[config.mk]
export PLATFORM = sky130hd
export DESIGN_NAME = grn_floyd_ctrl
export DESIGN_NICKNAME = d
export VERILOG_FILES = /design/src/rtl/grn_floyd_ctrl_pkg.sv /design/src/rtl/grn_vec_cmp.sv /design/src/rtl/grn_floyd_ctrl.sv
export SDC_FILE = /design/constraint.sdc
export NUM_CORES = 1
export LEC_CHECK = 0
export CAP_MARGIN = 15
export CELL_PAD_IN_SITES_DETAIL_PLACEMENT = 0
export CELL_PAD_IN_SITES_GLOBAL_PLACEMENT = 1
export CORE_MARGIN = 2
export CORE_UTILIZATION = 34
export DETAILED_ROUTE_END_ITERATION = 7
export GPL_ROUTABILITY_DRIVEN = 0
export PLACE_DENSITY = 0.78
export REMOVE_ABC_BUFFERS = 1
export SYNTH_ARGS = -nofsm -noshare
export SYNTH_HDL_FRONTEND = slang
export SYNTH_HIERARCHICAL = 1
export SYNTH_SLANG_ARGS = --single-unit
[constraint.sdc]
create_clock -name clk -period 3.8 [get_ports clk]
set_clock_uncertainty 0.15 [all_clocks]
set_input_delay 0.38 -clock clk [delete_from_list [all_inputs] [get_ports clk]]
set_output_delay 0.38 -clock clk [all_outputs]
set_load 0.1 [all_outputs]
[src/rtl/grn_floyd_ctrl_pkg.sv]
// Shared definitions for the GRN Floyd cycle-detection controller.
//   - Default network width and counter width.
//   - Controller state encoding.
//   - Helper that marks which states report the controller as busy.
package grn_floyd_ctrl_pkg;

  localparam int unsigned DefNumNodes = 16;
  localparam int unsigned DefCntW     = 16;

  typedef enum logic [2:0] {
    StIdle,
    StLoad,
    StRunA,
    StRunB,
    StRunCmp,
    StPerStep,
    StPerCmp,
    StFin
  } grn_state_e;

  // Busy covers everything from node reload up to, but not including, the done cycle.
  function automatic logic is_busy_state(grn_state_e st);
    return (st != StIdle) && (st != StFin);
  endfunction

endpackage

[src/rtl/grn_vec_cmp.sv]
// Combinational equality comparator for the gathered tortoise/hare state vectors.
// Ports:
//   a, b   : WIDTH-bit state vectors (bit i = node i)
//   equal  : 1 when a and b are identical
module grn_vec_cmp
  import grn_floyd_ctrl_pkg::*;
#(
  parameter int unsigned WIDTH = DefNumNodes
) (
  input  logic [WIDTH-1:0] a,
  input  logic [WIDTH-1:0] b,
  output logic             equal
);

  assign equal = (a == b);

endmodule

[src/rtl/grn_floyd_ctrl.sv]
// Floyd cycle-detection controller sitting upstream of the GRN node array.
// Loads an initial state into the nodes, steps the tortoise (s0) once per two hare (s1)
// steps until the two copies meet, then steps the hare alone to measure the attractor period.
// Ports:
//   clk, rst             : clock, synchronous active-high reset
//   start, init_vec      : launch request and initial network state (accepted in idle only)
//   s0_vec, s1_vec       : gathered tortoise / hare states from the nodes
//   reset_nos            : node reload strobe; init_state is the per-node reload value
//   start_s0, start_s1   : tortoise / hare step strobes
//   busy, done           : in-progress flag and one-cycle completion pulse
//   timeout              : iteration limit reached (valid from done until next start)
//   meet_iter, period    : Floyd meeting iteration and attractor cycle length
module grn_floyd_ctrl
  import grn_floyd_ctrl_pkg::*;
#(
  parameter int unsigned      NUM_NODES = DefNumNodes,
  parameter int unsigned      CNT_W     = DefCntW,
  parameter logic [CNT_W-1:0] MAX_ITER  = CNT_W'(16'hFFFF)
) (
  input  logic                 clk,
  input  logic                 rst,
  input  logic                 start,
  input  logic [NUM_NODES-1:0] init_vec,
  input  logic [NUM_NODES-1:0] s0_vec,
  input  logic [NUM_NODES-1:0] s1_vec,
  output logic                 reset_nos,
  output logic [NUM_NODES-1:0] init_state,
  output logic                 start_s0,
  output logic                 start_s1,
  output logic                 busy,
  output logic                 done,
  output logic                 timeout,
  output logic [CNT_W-1:0]     meet_iter,
  output logic [CNT_W-1:0]     period
);

  grn_state_e state_q, state_d;

  logic [NUM_NODES-1:0] init_state_q, init_state_d;
  logic [CNT_W-1:0]     meet_q, meet_d, meet_inc;
  logic [CNT_W-1:0]     period_q, period_d, period_inc;
  logic                 timeout_q, timeout_d;

  logic reset_nos_q, start_s0_q, start_s1_q, busy_q, done_q;
  logic reset_nos_d, start_s0_d, start_s1_d, busy_d, done_d;

  logic vec_eq;

  grn_vec_cmp #(
    .WIDTH(NUM_NODES)
  ) u_cmp (
    .a     (s0_vec),
    .b     (s1_vec),
    .equal (vec_eq)
  );

  // Saturating increments; counters never wrap past the limit.
  assign meet_inc   = (meet_q == MAX_ITER) ? meet_q : meet_q + CNT_W'(1);
  assign period_inc = (period_q == MAX_ITER) ? period_q : period_q + CNT_W'(1);

  always_comb begin
    state_d      = state_q;
    init_state_d = init_state_q;
    meet_d       = meet_q;
    period_d     = period_q;
    timeout_d    = timeout_q;

    unique case (state_q)
      StIdle: begin
        if (start) begin
          init_state_d = init_vec;
          meet_d       = '0;
          period_d     = '0;
          timeout_d    = 1'b0;
          state_d      = StLoad;
        end
      end
      StLoad:  state_d = StRunA;
      StRunA:  state_d = StRunB;
      StRunB:  state_d = StRunCmp;
      StRunCmp: begin
        // s0_vec holds x_k and s1_vec holds x_2k here.
        meet_d = meet_inc;
        if (vec_eq) begin
          state_d = StPerStep;
        end else if (meet_inc == MAX_ITER) begin
          timeout_d = 1'b1;
          state_d   = StFin;
        end else begin
          state_d = StRunA;
        end
      end
      StPerStep: state_d = StPerCmp;
      StPerCmp: begin
        period_d = period_inc;
        if (vec_eq) begin
          state_d = StFin;
        end else if (period_inc == MAX_ITER) begin
          timeout_d = 1'b1;
          state_d   = StFin;
        end else begin
          state_d = StPerStep;
        end
      end
      StFin:   state_d = StIdle;
      default: state_d = StIdle;
    endcase

    // Strobes are decoded from the next state and registered, so each one is high
    // for exactly the cycle the FSM spends in the matching state.
    reset_nos_d = (state_d == StLoad);
    start_s0_d  = (state_d == StRunA) || (state_d == StRunB);
    start_s1_d  = start_s0_d || (state_d == StPerStep);
    busy_d      = is_busy_state(state_d);
    done_d      = (state_d == StFin);
  end

  always_ff @(posedge clk) begin
    if (rst) begin
      state_q      <= StIdle;
      init_state_q <= '0;
      meet_q       <= '0;
      period_q     <= '0;
      timeout_q    <= 1'b0;
      reset_nos_q  <= 1'b0;
      start_s0_q   <= 1'b0;
      start_s1_q   <= 1'b0;
      busy_q       <= 1'b0;
      done_q       <= 1'b0;
    end else begin
      state_q      <= state_d;
      init_state_q <= init_state_d;
      meet_q       <= meet_d;
      period_q     <= period_d;
      timeout_q    <= timeout_d;
      reset_nos_q  <= reset_nos_d;
      start_s0_q   <= start_s0_d;
      start_s1_q   <= start_s1_d;
      busy_q       <= busy_d;
      done_q       <= done_d;
    end
  end

  assign reset_nos  = reset_nos_q;
  assign init_state = init_state_q;
  assign start_s0   = start_s0_q;
  assign start_s1   = start_s1_q;
  assign busy       = busy_q;
  assign done       = done_q;
  assign timeout    = timeout_q;
  assign meet_iter  = meet_q;
  assign period     = period_q;

endmodule

Yosys cells after proc, flatten, opt, wreduce, memory -nomap -nowiden

Cells that the tools add are included.

Flip-flop bits (word level): 57
Bits of input ports: 51
Output and inout port bits: 54
Logic and storage cells: 64

Add/subtract/negate cells: 2
Equality and inequality tests: 23
Multiplexer cells: 17
Reduce and logical (&&, ||, !) cells: 12

Operators by type and width:

| cell                    | number |
|---|---|
| $eq A16 B16 Y1 const B  | 4 |
| $pmux W16 S2            | 2 |
| $mux W16                | 3 |
| $add A16 B1 Y16 const B | 2 |
| $pmux W3 S8             | 1 |
| $eq A3 B3 Y1 const B    | 6 |
| $eq A16 B16 Y1          | 1 |
| $eq A3 B2 Y1 const B    | 4 |
| $ne A2 B2 Y1 const B    | 5 |
| $mux W3                 | 3 |
| $eq A3 B1 Y1 const B    | 2 |
| $reduce_and A2 Y1       | 3 |
| $reduce_and A6 Y1       | 1 |
| $reduce_bool A3 Y1      | 2 |
| $mux W1                 | 5 |
| $mux W2                 | 2 |
| $reduce_bool A2 Y1      | 2 |
| $logic_not A3 Y1        | 1 |
| $ne A3 B3 Y1 const B    | 1 |
| $pmux W1 S3             | 1 |
| $logic_or A1 B1 Y1      | 2 |
| $logic_and A1 B1 Y1     | 1 |

Depth between registers and ports, before layout

Depth in word-level cells: 9
Gate-level depth with buffers: 10
Depth with buffers taken out: 8

Modules after synthesis

The synthesis kept the hierarchy.

By module, submodules not included:

| module         | instances | cells an instance | area an instance (um2) | sequential area each (um2) |
|---|---|---|---|---|
| grn_floyd_ctrl | 1         | 425               | 3233.1                 | 1141.1 |
| grn_vec_cmp    | 1         | 21                | 177.7                  | 0.0 |

Least setup slack after synthesis

OpenSTA, ideal clock, no wires.

Kind: register to register
Start point: reg meet_q[0] (netlist: meet_iter[0])
End point: reg busy_q (netlist: busy)
Library setup time: 115 ps
Arrival time: 3418 ps
Data required time: 3535 ps
Path slack: 117 ps
Stages on the path, launching flop included: 10
Path buffers: 1
Period minus slack after synthesis: 3683 ps
Cell sequence: dfxtp_1 ha_1 buf_2 nand4_1 nor4_1 nor3_1 xor2_1 nand2_1 a221o_1 o21a_1

Cells in the longest elaborated chain, start to end: 8
Elaborated cells on any way between the ends: 10
Those cells by class: add/sub (1); eq/ne (3); mux (4); reduce/logical (2)

Ends and longest elaborated chain:

| element                                            | line                     | source |
|---|---|---|
| from (decl)                                        | grn_floyd_ctrl.sv:40     | `logic [CNT_W-1:0] meet_q, meet_d, meet_inc;` |
| from (signal assigned)                             | grn_floyd_ctrl.sv:133    | `meet_q <= meet_d;` |
| $add A16 B1 Y16 or $eq A16 B16 Y1 (tied branches)  | grn_floyd_ctrl.sv:58     | `assign meet_inc = (meet_q == MAX_ITER) ? meet_q : meet_q + CNT_W'(1);` |
| $mux W16 *                                         | grn_floyd_ctrl.sv:58     |  |
| $eq A16 B16 Y1 *                                   | grn_floyd_ctrl.sv:86     | `end else if (meet_inc == MAX_ITER) begin` |
| $mux W3 *                                          | grn_floyd_ctrl.sv:86     |  |
| $mux W3 *                                          | grn_floyd_ctrl.sv:84     | `if (vec_eq) begin` |
| $pmux W3 S8 *                                      | grn_floyd_ctrl.sv:68     | `unique case (state_q)` |
| $ne A3 B3 Y1 or $reduce_bool A3 Y1 (tied branches) | grn_floyd_ctrl_pkg.sv:23 | `return (st != StIdle) && (st != StFin);` |
| $logic_and A1 B1 Y1 *                              | grn_floyd_ctrl_pkg.sv:23 |  |
| to (signal assigned)                               | grn_floyd_ctrl.sv:139    | `busy_q <= busy_d;` |
| to (decl)                                          | grn_floyd_ctrl.sv:44     | `logic reset_nos_q, start_s0_q, start_s1_q, busy_q, done_q;` |

Mark *: on every way between the ends. The rest lies on a longest branch, timed or not.
A chain may end at the register's enable or synchronous reset.

Worst setup path in the final report

Start point: reg period_q[0] (netlist: period[0])
End point: reg start_s0_q (netlist: start_s0)

Cells in the longest elaborated chain, start to end: 8
Elaborated cells on any way between the ends: 10
Those cells by class: add/sub (1); eq/ne (4); mux (4); reduce/logical (1)

Ends and longest elaborated chain:

| element                                           | line                  | source |
|---|---|---|
| from (decl)                                       | grn_floyd_ctrl.sv:41  | `logic [CNT_W-1:0] period_q, period_d, period_inc;` |
| from (signal assigned)                            | grn_floyd_ctrl.sv:134 | `period_q <= period_d;` |
| $add A16 B1 Y16 or $eq A16 B16 Y1 (tied branches) | grn_floyd_ctrl.sv:59  | `assign period_inc = (period_q == MAX_ITER) ? period_q : period_q + CNT_W'(1);` |
| $mux W16 *                                        | grn_floyd_ctrl.sv:59  |  |
| $eq A16 B16 Y1 *                                  | grn_floyd_ctrl.sv:98  | `end else if (period_inc == MAX_ITER) begin` |
| $mux W2 *                                         | grn_floyd_ctrl.sv:98  |  |
| $mux W2 *                                         | grn_floyd_ctrl.sv:96  | `if (vec_eq) begin` |
| $pmux W3 S8 *                                     | grn_floyd_ctrl.sv:68  |  |
| $eq A3 B2 Y1                                      | grn_floyd_ctrl.sv:112 | `start_s0_d = (state_d == StRunA) \|\| (state_d == StRunB);` |
| $logic_or A1 B1 Y1 *                              | grn_floyd_ctrl.sv:112 |  |
| to (signal assigned)                              | grn_floyd_ctrl.sv:137 | `start_s0_q <= start_s0_d;` |
| to (decl)                                         | grn_floyd_ctrl.sv:44  |  |

Marked as above.

==> results.py <==
metrics = {
    "run_status": {
        "status": "finished clean",
    },
    "global_route": {
        "grt_pass1_vias": 3479,
        "grt_pass1_wl_um": 17300,
        "grt_max_degree": 52,
        "grt_use_total_pct": 19.3,
        "overflow": 0,
        "grt_antenna_before_repair": 0,
    },
    "synthesis": {
        "syn_area_um2": 3410,
        "ys_seq_area_share_pct": 33.5,
        "muxShareOfSynthArea_pct": 0.293,
        "syn_inst": 446,
        "yosysMostFrequentCell": "nand2_1",
        "synth_seq_cells": 57,
        "synthSimpleGateAreaFrac_pct": 31.7,
        "async_reset_ff_share_pct": 0,
        "synth_top_area_share_pct": 33.5,
        "ys.flop_type": "dfxtp_1",
        "synth.avg_cell_area_um2": 7.65,
        "synth_edf_count": 0,
        "synth_top_family_by_area": "simple AND/OR/NAND/NOR gates",
        "synth-compound-area-share_pct": 22.0,
        "synthTopCellsByArea": "dfxtp_1 (33%), nand2_1 (7.2%), xnor2_1 (5.6%)",
        "yosys.area.top_type": "dfxtp_1",
        "ys_warn_count": 6,
        "synthAdderAreaFrac_pct": 0.734,
        "synthTopCellsByCount": "nand2_1 (65), dfxtp_1 (57), a21oi_1 (36), nor2_1 (36), xnor2_1 (22)",
        "yosysUniqueCellTypes": 61,
        "synthXorXnorAreaFrac_pct": 6.93,
    },
    "pwr": {
        "p_total_mw": 1.62,
        "power.leakage_nw": 1.47,
        "peakVddDrop_v": 0.000167,
        "cellPowerDensity_nw_per_um2": 345,
    },
    "timing": {
        "tightestPinTransition_ns": 1.01,
        "period_minus_slack_ns": 3.11,
        "finalSetupTns_ns": 0,
        "hold_violations": 0,
        "relSlewSlack_pct": 32.3,
        "layout_setup_ws_ns": 0.689,
        "finalCritPeriodShare_pct": 81.9,
        "rsz0062_at_grt": "false",
        "finalSetupViolations": 0,
        "drv_slew": 0,
        "timing.fmax_mhz": 321,
    },
    "cells_and_area": {
        "antenna_cells": 0,
        "final_cells": 668,
        "fillCellCount": 989,
        "fin_util_pct": 48.0,
        "nNetsFinal": 583,
        "drive_gt1_share_pct": 6.36,
        "area_growth_pct": 37.6,
    },
    "clock_network": {
        "cts_buffer_depth": 2,
        "post_cts_buffers": 0,
        "cts.root.buffer_cell": "clkbuf_8",
        "clkSinkCount": 57,
        "cts_resized": 0,
        "clkTransAtPathRegs_ns": 0.07,
        "numCtsBuffers": 9,
        "clk_latency_ns": 0.34,
        "cts_tree": "done",
        "h-tree-depth": 3,
        "holdBufCountCts": 0,
    },
    "setup_path": {
        "crit_type": "reg2reg",
        "startpoint_type": "flip-flop",
        "cp-end-kind": "flip-flop",
        "cp_max_fo": 9,
        "arrival_ns": 3.21,
        "required_ns": 3.90,
    },
    "placed_design": {
        "dpl.hpwl_um": 7360,
        "port_buffers": 104,
        "pre_cts_slack_ns": 0.692,
        "dpl.cell_count": 652,
    },
    "floorplan": {
        "die_area_um2": 10800,
        "io_pins": 105,
        "core_um2": 9770,
        "fp.dieW_um": 104,
        "fp.dieH_um": 104,
        "rows": 36,
        "start_util_pct": 34.9,
    },
    "detailed_routing": {
        "firstDrtPassIters": 5,
        "wl_per_cell_um": 15.6,
        "vias": 3744,
        "first_iter_violations": 194,
        "postRouteWirelength_um": 10400,
        "viasPerCell": 5.60,
        "ant_nets": 0,
        "drc": 0,
    },
    "worst_hold_path": {
        "min_path_type": "reg2reg",
    },
    "run": {
        "maxCapViolCount": 0,
    },
}
path summary, 6_finish.rpt:
path                      start             to  slack [ns]  cells past startpoint
hold reg to reg   init_state[7]  init_state[7]        0.30                      2
setup reg to reg      period[0]       start_s0        0.69                      8
hold / removal    init_state[7]  init_state[7]        0.30                      2
setup / recovery      period[0]       start_s0        0.69                      8
cells in the final DEF, fill, tap and decap left out, types with 2 or more instances in the layout:
cell type / n
clkdlybuf4s50_1: 103
nand2_1: 65
dfxtp_1: 57
nor2_1: 36
a21oi_1: 36
xnor2_1: 22
nor3_1: 21
nand3_1: 19
o21ai_0: 18
nand4_1: 16
a311oi_1: 15
a31oi_1: 10
clkbuf_8: 10
nor4_1: 9
and3_1: 8
nand2b_1: 6
inv_1: 5
xor2_1: 5
a22oi_1: 4
or3_1: 4
buf_4: 4
and4_1: 3
and2_1: 3
o22ai_1: 3
a211oi_1: 3
nor2b_1: 2
nor4_2: 2
nand3b_1: 2
a41oi_1: 2
nor4b_1: 2
o2111ai_1: 2
a21o_1: 2
ha_1: 2
clkinvlp_4: 2
clkinv_2: 2
logic make-up (layout without fill, tap and decap cells):
family                     count (synthesis)  count (layout)
and+or+nand+nor                          208             208
DFF                                       57              57
buffers and inverters                     40             129
adders and majority gates                  2               2
xor gates and xnor gates                  27              27
muxes                                      1               1
AOI/OAI and AO/OA                        111             111
report_power, final:
part	total [mW]	switching (mW)	internal, mW
clock network	0.573	0.255	0.318
registers	0.645	0.0212	0.623
logic	0.400	0.272	0.128
cell type report:
class                      count  area, um2  area share, %
inverter                       5       18.8          0.400
multi-input combinational    349       2100           44.8
clock inverter                 5       55.1           1.17
tap                          133        166           3.55
clock buffer                  11        141           3.01
sequential                    57       1140           24.3
timing repair buffer         108       1070           22.7
through the flow:
stage	cell area [um2]	hold slack, ns
floorplan	3260	0.299
global placement	4500	0.292
detailed placement	4500	0.297
CTS	4690	0.307
global route	4690	0.325
finish	4690	0.305
state kept, by name, summed over array words and instances (netlist names):
| name | flops |
|---|---|
| start_s1 | 1 |
| state_q | 3 |
| done | 1 |
| reset_nos | 1 |
| busy | 1 |
| timeout | 1 |
| meet_iter | 16 |
| period | 16 |
| start_s0 | 1 |
| init_state | 16 |
per-layer routing:
| layer | track usage (%) | part of all wire (%) | vias to the layer above |
|---|---|---|---|
| li1 | - | - | 1812 |
| met1 | 23.0 | 43 | 1766 |
| met2 | 33.8 | 50 | 149 |
| met3 | 4.89 | 5.6 | 17 |
| met4 | 6.27 | 1.3 | 0 |
| met5 | 0 | 0 | - |
critical path, cell delays in order, from the launching register on:
cell       delay (ns)
dfxtp_1          0.42
ha_1             0.36
and4_1           0.39
nand4_1          0.15
xor2_1           0.18
or4_4            0.54
a2111oi_4        0.44
a21oi_2          0.15
nor4b_2          0.24
Note: power is estimated with default switching activity, not from simulation.
